<file path="config.mk">
export PLATFORM = sky130hd
export DESIGN_NAME = hamming_secded_decoder
export DESIGN_NICKNAME = d
export VERILOG_FILES = /design/src/rtl/hamming_secded_decoder.sv
export SDC_FILE = /design/constraint.sdc
export NUM_CORES = 1
export LEC_CHECK = 0
export ABC_CLOCK_PERIOD_IN_PS = 2980
export CAP_MARGIN = 15
export CELL_PAD_IN_SITES_DETAIL_PLACEMENT = 2
export CELL_PAD_IN_SITES_GLOBAL_PLACEMENT = 2
export CORE_UTILIZATION = 31
export DETAILED_ROUTE_END_ITERATION = 6
export HOLD_SLACK_MARGIN = 0.02
export MAX_ROUTING_LAYER = met4
export PLACE_DENSITY_LB_ADDON = 0.1
export RECOVER_POWER = 100
export SYNTH_ARGS = -nofsm -noshare
export SYNTH_HDL_FRONTEND = slang
export SYNTH_SLANG_ARGS = --single-unit
export TNS_END_PERCENT = 20
</file>
<file path="constraint.sdc">
create_clock -name clk_i -period 2.98 [get_ports clk_i]
set_input_delay 0.447 -clock clk_i [delete_from_list [all_inputs] [get_ports clk_i]]
set_output_delay 0.447 -clock clk_i [all_outputs]
set_load 0.005 [all_outputs]
</file>
<file path="src/rtl/hamming_secded_decoder.sv">
// hamming_secded_decoder
// SECDED decoder stage that sits after hamming_parity (decode mode). It takes a
// received codeword together with its syndrome and extended parity, corrects a
// single-bit error, flags an uncorrectable (double) error and extracts the payload.
// Two registered stages with a valid/ready handshake; one beat per cycle.
// Optional error counters are built when the macro HAMMING_ERR_COUNT_EN is defined.
module hamming_secded_decoder #(
  parameter int DATA_WIDTH = 32,
`ifdef HAMMING_ERR_COUNT_EN
  parameter int CNT_WIDTH = 16,
`endif
  // Smallest r with 2**r >= DATA_WIDTH+r+1, reached by two fixed-point steps
  localparam int ADDR_PRE    = $clog2(DATA_WIDTH + $clog2(DATA_WIDTH) + 1),
  localparam int ADDR_WIDTH  = $clog2(DATA_WIDTH + ADDR_PRE + 1),
  localparam int CODED_WIDTH = DATA_WIDTH + ADDR_WIDTH + 1
) (
  input  logic                   clk_i,
  input  logic                   rst_i,
  input  logic                   in_valid_i,
  output logic                   in_ready_o,
  input  logic [CODED_WIDTH-1:0] code_i,
  input  logic [ADDR_WIDTH-1:0]  syndrome_i,
  input  logic                   ext_parity_i,
  output logic                   out_valid_o,
  input  logic                   out_ready_i,
  output logic [DATA_WIDTH-1:0]  data_o,
  output logic                   err_single_o,
`ifdef HAMMING_ERR_COUNT_EN
  input  logic                   cnt_clear_i,
  output logic [CNT_WIDTH-1:0]   single_cnt_o,
  output logic [CNT_WIDTH-1:0]   double_cnt_o,
`endif
  output logic                   err_double_o
);

  // Payload bits live at every non-power-of-two position from 3 upwards, in order
  function automatic logic [DATA_WIDTH-1:0] extract_payload(input logic [CODED_WIDTH-1:0] code);
    logic [DATA_WIDTH-1:0] payload;
    int k;
    payload = '0;
    k = 0;
    for (int p = 3; p < CODED_WIDTH; p++) begin
      if ((p & (p - 1)) != 0) begin
        payload[k] = code[p];
        k++;
      end
    end
    return payload;
  endfunction

  logic                   s1_v;
  logic [CODED_WIDTH-1:0] s1_code;
  logic [ADDR_WIDTH-1:0]  s1_syn;
  logic                   s1_p;
  logic                   s2_v;

  logic                   accept;
  logic                   s2_free;
  logic                   s2_load;

  logic                   fix_single;
  logic                   fix_double;
  logic [CODED_WIDTH-1:0] fixed_code;
  logic [DATA_WIDTH-1:0]  fixed_data;
  logic                   unused_parity_bits;

  // Stage 2 can take a beat when empty or when its beat leaves this cycle;
  // stage 1 likewise, where "leaving" means moving into stage 2.
  assign s2_free     = !s2_v || out_ready_i;
  assign s2_load     = s1_v && s2_free;
  assign in_ready_o  = !s1_v || s2_free;
  assign accept      = in_valid_i && in_ready_o;
  assign out_valid_o = s2_v;

  // Classify the captured beat and build the corrected payload
  always_comb begin
    fix_single = s1_p && (int'(s1_syn) < CODED_WIDTH);
    fix_double = s1_p ? !fix_single : (s1_syn != '0);
    fixed_code = s1_code ^ ({{(CODED_WIDTH-1){1'b0}}, fix_single} << s1_syn);
    fixed_data = extract_payload(fixed_code);
  end

  // Parity positions are consumed by the syndrome upstream, not by the payload
  assign unused_parity_bits = ^fixed_code;

  // Stage 1: capture the received codeword, syndrome and overall parity check
  always_ff @(posedge clk_i or posedge rst_i) begin
    if (rst_i) begin
      s1_v    <= 1'b0;
      s1_code <= '0;
      s1_syn  <= '0;
      s1_p    <= 1'b0;
    end else if (accept) begin
      s1_v    <= 1'b1;
      s1_code <= code_i;
      s1_syn  <= syndrome_i;
      s1_p    <= ext_parity_i ^ code_i[0];
    end else if (s2_load) begin
      s1_v    <= 1'b0;
    end
  end

  // Stage 2: registered result; flags drop whenever the stage empties
  always_ff @(posedge clk_i or posedge rst_i) begin
    if (rst_i) begin
      s2_v         <= 1'b0;
      data_o       <= '0;
      err_single_o <= 1'b0;
      err_double_o <= 1'b0;
    end else if (s2_load) begin
      s2_v         <= 1'b1;
      data_o       <= fixed_data;
      err_single_o <= fix_single;
      err_double_o <= fix_double;
    end else if (out_ready_i) begin
      s2_v         <= 1'b0;
      err_single_o <= 1'b0;
      err_double_o <= 1'b0;
    end
  end

`ifdef HAMMING_ERR_COUNT_EN
  logic out_fire;
  assign out_fire = s2_v && out_ready_i;

  // Saturating error counters bumped on each delivered flagged beat; clear wins
  always_ff @(posedge clk_i or posedge rst_i) begin
    if (rst_i) begin
      single_cnt_o <= '0;
      double_cnt_o <= '0;
    end else if (cnt_clear_i) begin
      single_cnt_o <= '0;
      double_cnt_o <= '0;
    end else begin
      if (out_fire && err_single_o && (single_cnt_o != '1)) begin
        single_cnt_o <= single_cnt_o + 1'b1;
      end
      if (out_fire && err_double_o && (double_cnt_o != '1)) begin
        double_cnt_o <= double_cnt_o + 1'b1;
      end
    end
  end
`endif

endmodule
</file>
==> run summary, run 1 <==
share of layout cells above drive strength 1: 0.1528
initial antenna violation count: 0
Fin Hold WS: 0.5245 ns
FMAX: 420.6 MHz
Die X-Extent: 108.5 µm
number of global-route vias before repair: 3164
max_cap viols: 0
Mean Syn Cell Area: 11.26 µm²
DP Area: 0.004427 mm²
Mapped Area: 0.003513 mm²
# setup viols final: 0
Routed WL: 10280 µm
row count: 38
FF+latch count, synth: 75
crit end category: flip-flop
core area: 0.01094 mm²
Layout fillers: 1185
RSZ-0062 raised after global routing: no
post-CTS setup buffers: 0
I/O Buffers: 79
DRT iter0 DRCs: 66
design area: 0.004688 mm²
fin crit share: 0.7979
Slew @ Worst Pin: 1.016 ns
Total Power: 3.046 mW
DRC errors left: 0
Die H: 108.5 µm
NumNets Final: 431
Warnings, synthesis: 0
TritonCTS clock tree: done
Max-slew headroom: 0.3225
final worst clock skew: 0.006624 ns
Startpoint Class: input pin
root buffer cell: clkbuf_16
Seq/Total Area, Yosys: 0.5342
Core Util, Final: 0.4287
final hold violation count: 0
total track usage: 0.1956
dominant cells by area after synthesis: dfrtp_1, mux2_2, a31oi_1, a21oi_1, or4_1
CTS buffer count: 9
critical path class: input pin to flip-flop
multi-input logic area: 0.001505 mm²
RD Place Congestion: 0.7079
first-pass GRT wire length: 16760 µm
Critical Path RT: 3.15 ns
cell count after synthesis: 312
LEAKAGE: 1.724 nW
crit path DAT: 2.55 ns
n_diodes: 0
Mapped Nets: 362
largest net degree at the start of global routing: 40
DRT Pass-1 Iters: 4
routed via count: 2851
Setup TNS: 0 ns
GRT overflow: 0
Final HPWL DP: 6977 µm
Via density: 5.420
status: finished clean
H-tree levels: 3
hold-fix buffers at CTS: 0
fin cells: 526
Longest Clk Path Bufs: 2
io pins: 86
Max Slew Vio Count: 0
Netlist cell types: 29
CP Max Fanout: 14
PD cells: 649.7 mW/mm²
CTS clk-pin slew, worst paths: 0.06 ns
maximum vdd ir drop: 0.2005 mV
Hold WC Path Type: flip-flop to flip-flop
worst skew pair latency: 0.33 ns
Tmin final: 2.378 ns
placed insts: 510
Yosys top cell by area: dfrtp_1
Post-DRT Antenna Nets: 0
Storage cell area: 0.001877 mm²
initial core utilization: 0.3213
post-cts repair resize count: 0
die area: 0.01176 mm²
pre-CTS setup slack: 0.6815 ns
worst setup margin: 0.6023 ns
post-synth top area share: 0.5342
drt wl/cell: 19.55 µm
Clock Sinks: 75
P&R area growth vs syn: 33.44%
## worst max-delay path: stages
cell	delay (ns)
dlygate4sd3_1	0.57
nand2b_1	0.13
and2_0	0.68
clkbuf_1	0.56
a31oi_1	0.15
## power by group
part	total, mW	switching [mW]	internal, mW
registers	1.36	0.158	1.20
logic	0.672	0.308	0.364
clock network	1.01	0.406	0.608
total	3.05	0.872	2.17
## registers in the layout, indices dropped and copies added (netlist names)
name / flops
s1_p: 1
s1_code: 32
err_double_o: 1
out_valid_o: 1
s1_syn: 6
s1_v: 1
data_o: 32
err_single_o: 1
## layout by cell type, fill, tap and decap left out, drive strengths merged, types with 17 or more instances in the layout
cell type,n
dlygate4sd3,38
clkdlybuf4s50,41
o31ai,18
mux2,38
clkbuf,17
a31oi,32
or4,19
dfrtp,75
a21oi,33
## layer usage
metal | routed length (µm) | vias to the layer above | GRT usage
li1 | - | 1330 | -
met1 | 4744 | 1465 | 0.2489
met2 | 5172 | 51 | 0.3192
met3 | 274 | 5 | 0.03436
met4 | 91 | 0 | 0.05502
met5 | 0 | - | -
## cell families after synthesis
family / synth area share
buf+inv: 0.03739
xor+xnor: 0.002493
simple gates: 0.1311
compound gates: 0.1674
mux: 0.1275
flops: 0.5342
## cell type report
cell class	instances	share of cell area
clock buffers	14	0.05631
well taps	140	0.03736
multi-input cells	206	0.3211
repair buffers	86	0.1804
clock inverters	2	0.002135
inverters	3	0.002402
flip-flops and latches	75	0.4003
## final timing paths
| check | from | to | cells past startpoint | slack, ns |
|---|---|---|---|---|
| setup / recovery | out_ready_i | data_o[22]$_DFFE_PP0P_ | 5 | 0.60 |
| hold / removal | s1_code[6]$_DFFE_PP0P_ | s1_code[6]$_DFFE_PP0P_ | 1 | 0.52 |
| setup reg to reg | s1_v$_DFFE_PP0P_ | data_o[22]$_DFFE_PP0P_ | 4 | 0.62 |
| hold reg to reg | s1_code[6]$_DFFE_PP0P_ | s1_code[6]$_DFFE_PP0P_ | 1 | 0.52 |
| max in group asynchronous | rst_i | s1_code[22]$_DFFE_PP0P_ | 3 | 1.44 |
| min in group asynchronous | rst_i | data_o[25]$_DFFE_PP0P_ | 3 | 0.69 |
## cells in the mapped netlist, drive strengths merged
library cell,n
buf,7
a2bb2oi,1
mux2,38
nand3,2
or3b,1
or2b,1
clkbuf,21
or2,3
or3,14
xnor2,1
o21ai,14
or4,19
or4b,1
and2,1
nand3b,6
mux2i,2
nand4b,1
nand2b,10
nand4bb,3
a31oi,32
a21oi,33
nand2,3
dfrtp,75
o31ai,18
inv,3
nor3b,1
a31o,1
Note: power is estimated with default switching activity, not from simulation.
==> inputs of run 2 (changes only) <==
- ABC_CLOCK_PERIOD_IN_PS: 2980 -> 2050
- CORE_UTILIZATION: 31 -> 28
- clock period: 2.98 -> 2.05 ns (I/O delays scaled with it)
==> run summary, run 2 (synthesis gave the netlist of run 1 again) <==
most common cell after layout, fill and taps aside: dfrtp_1 (unchanged)
NumNets Final: 444 (was 431)
LEAKAGE: 1.784 nW (was 1.724 nW)
max_cap viols: 0 (unchanged)
n_diodes: 0 (unchanged)
RSZ-0062 raised after global routing: no (unchanged)
row count: 40 (was 38)
Tmin final: 1.887 ns
internal power: 3.434 mW (was 2.173 mW)
final worst clock skew: 0.007311 ns (was 0.006624 ns)
logic gate share of total power: 0.217 (was 0.221)
Sw Share: 0.2766 (was 0.2864)
hold-fix buffers at CTS: 0 (unchanged)
H-tree levels: 3 (unchanged)
met2 GRT Util: 0.3119 (was 0.3192)
DRC errors left: 0 (unchanged)
FMAX: 530.1 MHz
RD Place Congestion: 0.6844 (was 0.7079)
Core Util, Final: 0.4010 (was 0.4287)
crit path DAT: 1.58 ns (was 2.55 ns)
critical path class: input pin to primary output (was input pin to flip-flop)
Longest Clk Path Bufs: 2 (unchanged)
Crit path largest cell delay: 0.58 ns (was 0.68 ns)
first-pass GRT wire length: 17620 µm (was 16760 µm)
post-CTS setup buffers: 0 (unchanged)
P&R area growth vs syn: 38.25% (was 33.44%)
routed via count: 2900 (was 2851)
Flop pwr share: 0.415 (was 0.446)
die area: 0.01300 mm² (was 0.01176 mm²)
placed insts: 551 (was 510)
DRT Pass-1 Iters: 4 (unchanged)
registers with the most flip-flops: data_o (32), s1_code (32), s1_syn (6) (unchanged)
Total Power: 4.747 mW (was 3.046 mW)
Post-DRT Antenna Nets: 0 (unchanged)
initial antenna violation count: 0 (unchanged)
Slew @ Worst Pin: 1.101 ns (was 1.016 ns)
I/O Buffers: 79 (unchanged)
CP Max Fanout: 4 (was 14)
slowest CP cell: dlygate4sd3_1 (was and2_0)
drt wl/cell: 18.98 µm (was 19.55 µm)
Via density: 5.115 (was 5.420)
worst skew pair latency: 0.34 ns (was 0.33 ns)
Die X-Extent: 114.0 µm (was 108.5 µm)
Hold WC Path Type: flip-flop to flip-flop (unchanged)
PD cells: 977.3 mW/mm² (was 649.7 mW/mm²)
TritonCTS clock tree: done (unchanged)
total track usage: 0.1866 (was 0.1956)
final hold violation count: 0 (unchanged)
Critical Path RT: 1.74 ns (was 3.15 ns)
io pins: 86 (unchanged)
Setup TNS: 0 ns (unchanged)
Final HPWL DP: 7182 µm (was 6977 µm)
Startpoint Class: input pin (unchanged)
Routed WL: 10760 µm (was 10280 µm)
number of global-route vias before repair: 3312 (was 3164)
Buf/Inv on CP: 2 (unchanged)
Clk pwr share: 0.368 (was 0.333)
GRT overflow: 0 (unchanged)
root buffer cell: clkbuf_16 (unchanged)
largest net degree at the start of global routing: 76 (was 40)
CTS clk-pin slew, worst paths: 0.06 ns (about the same)
CTS buffer count: 9 (unchanged)
commonest cells after routing, fill and taps aside: dfrtp_1, clkdlybuf4s50_1, mux2_2, dlygate4sd3_1, a21oi_1 (unchanged)
# setup viols final: 0 (unchanged)
Die H: 114.0 µm (was 108.5 µm)
post-cts repair resize count: 0 (unchanged)
share of layout cells above drive strength 1: 0.1805 (was 0.1528)
status: finished clean (unchanged)
met1 usage: 0.2262 (was 0.2489)
core area: 0.01211 mm² (was 0.01094 mm²)
DRT iter0 DRCs: 93 (was 66)
initial core utilization: 0.2901 (was 0.3213)
fin cells: 567 (was 526)
Layout fillers: 1308 (was 1185)
met3 usage: 0.03985 (was 0.03436)
Max-slew headroom: 0.2658 (was 0.3225)
Clock Sinks: 75 (unchanged)
sw power: 1.313 mW (was 872.4 µW)
busiest grt layer: met2 (unchanged)
Max Slew Vio Count: 0 (unchanged)
maximum vdd ir drop: 0.4397 mV (was 0.2005 mV)
worst path cell trace: dlygate4sd3_1, nand3b_1, clkdlybuf4s50_1 (was dlygate4sd3_1, nand2b_1, and2_0, clkbuf_1, a31oi_1)
crit end category: primary output (was flip-flop)
fin crit share: 0.9203
Top delay family on crit path: buffers and inverters (unchanged)
[run 2: cell types whose count changed in the layout (fill, tap and decap cells not counted), sizes merged]
cell / before / now
clkinvlp: 0 / 2
dlygate4sd3: 38 / 37
clkinv: 2 / 1
clkbuf: 17 / 20
buf: 4 / 12
inv: 3 / 2
bufinv: 0 / 2
clkdlybuf4s50: 41 / 42
[run 2: worst paths after layout]
path	startpoint	end	slack, ns	cells past startpoint
max in group asynchronous	rst_i	data_o[20]$_DFFE_PP0P_	0.49	3
min in group asynchronous	rst_i	s1_code[35]$_DFFE_PP0P_	0.83	3
setup reg to reg	s1_syn[0]$_DFFE_PP0P_	data_o[5]$_DFFE_PP0P_	0.23	3
hold reg to reg	s1_code[12]$_DFFE_PP0P_	s1_code[12]$_DFFE_PP0P_	0.53	1
setup / recovery	out_ready_i	in_ready_o	0.16	3
hold / removal	s1_code[12]$_DFFE_PP0P_	s1_code[12]$_DFFE_PP0P_	0.53	1
[run 2: metal layers]
layer,vias up,share of wire
met5,-,0
met4,0,0.012
met3,8,0.029
met2,55,0.50
met1,1491,0.46
li1,1346,-
[run 2: cell type report]
| type | count | area [µm²] | area share |
|---|---|---|---|
| Clock buffer | 12 | 256.5 | 0.05281 |
| Clock inverter | 4 | 72.57 | 0.01494 |
| Inverter | 3 | 15.01 | 0.003091 |
| Multi-Input combinational cell | 206 | 1508 | 0.3104 |
| Sequential cell | 75 | 1877 | 0.3864 |
| Tap cell | 168 | 210.2 | 0.04328 |
| Timing Repair Buffer | 99 | 918.4 | 0.1891 |
[run 2: through the flow]
| step | hold WS, ns | setup WS [ns] | area, µm² |
|---|---|---|---|
| 5_1_grt | 0.5492 | 0.08721 | 4857 |
| 3_3_place_gp | 0.4997 | 0.2298 | 4576 |
| 3_5_place_dp | 0.5162 | 0.2082 | 4576 |
| 6_report | 0.5329 | 0.1634 | 4857 |
| 2_1_floorplan | 0.4159 | 0.3547 | 3517 |
| 4_1_cts | 0.4605 | 0.2022 | 4905 |
[run 2: power by group through the flow]
stage | clock network (mW) | registers (mW) | logic, mW
2_1_floorplan | 0 | 1.92 | 0.543
3_3_place_gp | 0 | 1.99 | 1.09
3_5_place_dp | 0 | 2.01 | 1.13
4_1_cts | 1.81 | 1.98 | 1.13
5_1_grt | 1.85 | 2.01 | 1.15
6_report | 1.75 | 1.97 | 1.03
==> inputs of run 3 (changes only) <==
- ABC_AREA: default -> 1
- ABC_CLOCK_PERIOD_IN_PS: 2050 -> 1900
- CELL_PAD_IN_SITES_DETAIL_PLACEMENT: 2 -> 0
- clock period: 2.05 -> 1.9 ns (I/O delays scaled with it)
==> run summary, run 3 <==
die area: 0.01314 mm² (was 0.01300 mm²)
worst path cell trace: dlygate4sd3_1, inv_1, nand3_1, clkdlybuf4s50_1 (was dlygate4sd3_1, nand3b_1, clkdlybuf4s50_1)
number of synthesized flops with an enable pin: 0 (unchanged)
crit end category: primary output (unchanged)
DRT iter0 DRCs: 179 (was 93)
NumNets Final: 588 (was 444)
instance count on the critical path: 4 (was 3)
async set-reset flop share out of synthesis: 1.000 (unchanged)
Flop pwr share: 0.424 (was 0.415)
GRT overflow: 0 (unchanged)
post-synth top area share: 0.5285 (was 0.5342)
P&R area growth vs syn: 38.16% (was 38.25%)
Netlist cell types: 24 (was 29)
RSZ-0062 raised after global routing: no (unchanged)
Clock Sinks: 75 (unchanged)
internal power: 3.520 mW (was 3.434 mW)
Routed WL: 9734 µm (was 10760 µm)
Hold WC Path Type: flip-flop to flip-flop (unchanged)
hold-fix buffers at CTS: 0 (unchanged)
R2R depth: 10 (was 3)
Crit path largest cell delay: 0.53 ns (was 0.58 ns)
worst flop-to-flop path startpoint: s1_syn[4]$_DFFE_PP0P_ (was s1_syn[0]$_DFFE_PP0P_)
FMAX: 547.7 MHz
Setup TNS: 0 ns (unchanged)
Warnings, synthesis: 0 (unchanged)
Critical Path RT: 1.62 ns (was 1.74 ns)
most common cell after layout, fill and taps aside: nand2_1 (was dfrtp_1)
most numerous cell in the Yosys netlist: nand2_1 (was dfrtp_1)
TritonCTS clock tree: done (unchanged)
Worst Hold Launch: data_o[21]$_DFFE_PP0P_ (was s1_code[12]$_DFFE_PP0P_)
slowest CP cell: dlygate4sd3_1 (unchanged)
DRT Pass-1 Iters: 4 (unchanged)
Die H: 114.6 µm (was 114.0 µm)
commonest cells after routing, fill and taps aside: nand2_1, dfrtp_1, nand3_1, o21ai_0, clkdlybuf4s50_1 (was dfrtp_1, clkdlybuf4s50_1, mux2_2, dlygate4sd3_1, a21oi_1)
Max Slew Vio Count: 0 (unchanged)
initial antenna violation count: 0 (unchanged)
initial core utilization: 0.2920 (was 0.2901)
critical path class: input pin to primary output (unchanged)
Total Power: 5.037 mW (was 4.747 mW)
worst skew pair latency: 0.33 ns (was 0.34 ns)
Top delay family on crit path: buffers and inverters (unchanged)
dominant cells by area after synthesis: dfrtp_1, nand2_1, nand3_1, o21ai_0, inv_1 (was dfrtp_1, mux2_2, a31oi_1, a21oi_1, or4_1)
total track usage: 0.1667 (was 0.1866)
Tmin final: 1.826 ns
DRC errors left: 0 (unchanged)
row count: 40 (unchanged)
Final HPWL DP: 6821 µm (was 7182 µm)
root buffer cell: clkbuf_16 (unchanged)
CTS clk-pin slew, worst paths: 0.06 ns (about the same)
Die X-Extent: 114.6 µm (was 114.0 µm)
largest net degree at the start of global routing: 76 (unchanged)
routed via count: 3153 (was 2900)
sw power: 1.517 mW (was 1.313 mW)
drt wl/cell: 13.75 µm (was 18.98 µm)
CTS buffer count: 9 (unchanged)
Yosys top cell by area: dfrtp_1 (unchanged)
Layout fillers: 1293 (was 1308)
RD Place Congestion: 0.7210 (was 0.6844)
Max-slew headroom: 0.2850 (was 0.2658)
status: finished clean (unchanged)
Mapped Area: 0.003551 mm² (was 0.003513 mm²)
PD cells: 1027 mW/mm² (was 977.3 mW/mm²)
registers with the most flip-flops: data_o (32), s1_code (32), s1_syn (6) (unchanged)
# setup viols final: 0 (unchanged)
core area: 0.01216 mm² (was 0.01211 mm²)
FF+latch count, synth: 75 (unchanged)
CP Max Fanout: 4 (unchanged)
crit path DAT: 1.54 ns (was 1.58 ns)
io pins: 86 (unchanged)
Clk pwr share: 0.302 (was 0.368)
Longest Clk Path Bufs: 2 (unchanged)
hold depth: 2 (was 1)
Slew @ Worst Pin: 1.073 ns (was 1.101 ns)
Via density: 4.453 (was 5.115)
most instantiated cells after synthesis: nand2_1, dfrtp_1, nand3_1, o21ai_0, inv_1 (was dfrtp_1, mux2_2, a21oi_1, a31oi_1, clkbuf_1)
Worst R2R End: data_o[16]$_DFFE_PP0P_ (was data_o[5]$_DFFE_PP0P_)
cell count after synthesis: 444 (was 312)
LEAKAGE: 2.286 nW (was 1.784 nW)
Startpoint Class: input pin (unchanged)
Storage cell area: 0.001879 mm² (was 0.001877 mm²)
FF-to-FF setup slack: 0.18 ns (was 0.23 ns)
I/O Buffers: 79 (unchanged)
share of layout cells above drive strength 1: 0.09815 (was 0.1805)
first-pass GRT wire length: 16240 µm (was 17620 µm)
Sw Share: 0.3012 (was 0.2766)
H-tree levels: 3 (unchanged)
n_diodes: 0 (unchanged)
maximum vdd ir drop: 0.4096 mV (was 0.4397 mV)
Post-DRT Antenna Nets: 0 (unchanged)
max_cap viols: 0 (unchanged)
Seq/Total Area, Yosys: 0.5285 (was 0.5342)
WHS Endpoint: data_o[21]$_DFFE_PP0P_ (was s1_code[12]$_DFFE_PP0P_)
top_reg_cell synth: dfrtp_1 (unchanged)
Mapped Nets: 494 (was 362)
Buf/Inv on CP: 3 (was 2)
logic gate share of total power: 0.274 (was 0.217)
number of global-route vias before repair: 3180 (was 3312)
multi-input logic area: 0.001418 mm² (was 0.001508 mm²)
final worst clock skew: 0.004786 ns (was 0.007311 ns)
final hold violation count: 0 (unchanged)
Mean Syn Cell Area: 7.998 µm² (was 11.26 µm²)
fin crit share: 0.9610
[run 3: stage by stage]
stage / instances / hold WS (ns) / instance area (µm²) / util / worst slack (ns)
CTS: 706 / 0.4409 / 4950 / 0.4070 / 0.1477
detailed placement: 693 / 0.4652 / 4700 / 0.3864 / 0.1525
finish: 708 / 0.4725 / 4906 / 0.4034 / 0.07415
global placement: 693 / 0.4654 / 4700 / 0.3864 / 0.1596
floorplan: 444 / 0.3946 / 3555 / - / 0.4485
global route: 708 / 0.5034 / 4906 / 0.4034 / 0.007930
[run 3: tightest hold or removal path, stage by stage, from the launching register on]
cell and delay [ns]:
dfrtp_1 0.33, nand2_1 0.05, nand2_1 0.05
[run 3: metal layers]
metal  GRT usage  share of wire  vias up
li1            -              -     1609
met1      0.2368           0.52     1479
met2      0.2400           0.44       59
met3     0.03441          0.037        6
met4     0.04416         0.0099        0
met5           -              0        -
[run 3: cell type report]
type | instances | share of cell area
sequential | 75 | 0.3831
clock buffer | 13 | 0.05101
timing repair buffer | 102 | 0.1992
multi-input combinational | 306 | 0.2890
tap | 168 | 0.04285
inverter | 44 | 0.03494
[run 3: power groups by stage]
stage | logic (mW) | clock network (mW) | registers (mW)
floorplan | 0.643 | 0 | 2.17
global placement | 1.50 | 0 | 2.17
detailed placement | 1.51 | 0 | 2.17
CTS | 1.52 | 1.58 | 2.15
global route | 1.56 | 1.65 | 2.18
finish | 1.38 | 1.52 | 2.14
[run 3: cells by family after synthesis]
group | after synthesis | share of synthesized area
AND/OR/NAND/NOR | 249 | 0.3122
AO/OA/AOI/OAI | 52 | 0.07541
flip-flops | 75 | 0.5285
buffers and inverters | 63 | 0.07153
XOR/XNOR | 5 | 0.01233
[run 3: what timing repair did]
action,in CTS,in global routing
setup endpoints to repair,0,3
resized for setup,0,4
buffers inserted,0,2
[run 3: worst max path at each step]
| stage | from | endpoint | slack [ns] |
|---|---|---|---|
| floorplan | s1_syn[4]$_DFFE_PP0P_ | data_o[16]$_DFFE_PP0P_ | 0.45 |
| global placement | out_ready_i | in_ready_o | 0.16 |
| detailed placement | out_ready_i | in_ready_o | 0.15 |
| CTS | s1_syn[5]$_DFFE_PP0P_ | data_o[16]$_DFFE_PP0P_ | 0.15 |
| global route | s1_syn[4]$_DFFE_PP0P_ | data_o[31]$_DFFE_PP0P_ | 0.008 |
| finish | out_ready_i | in_ready_o | 0.07 |
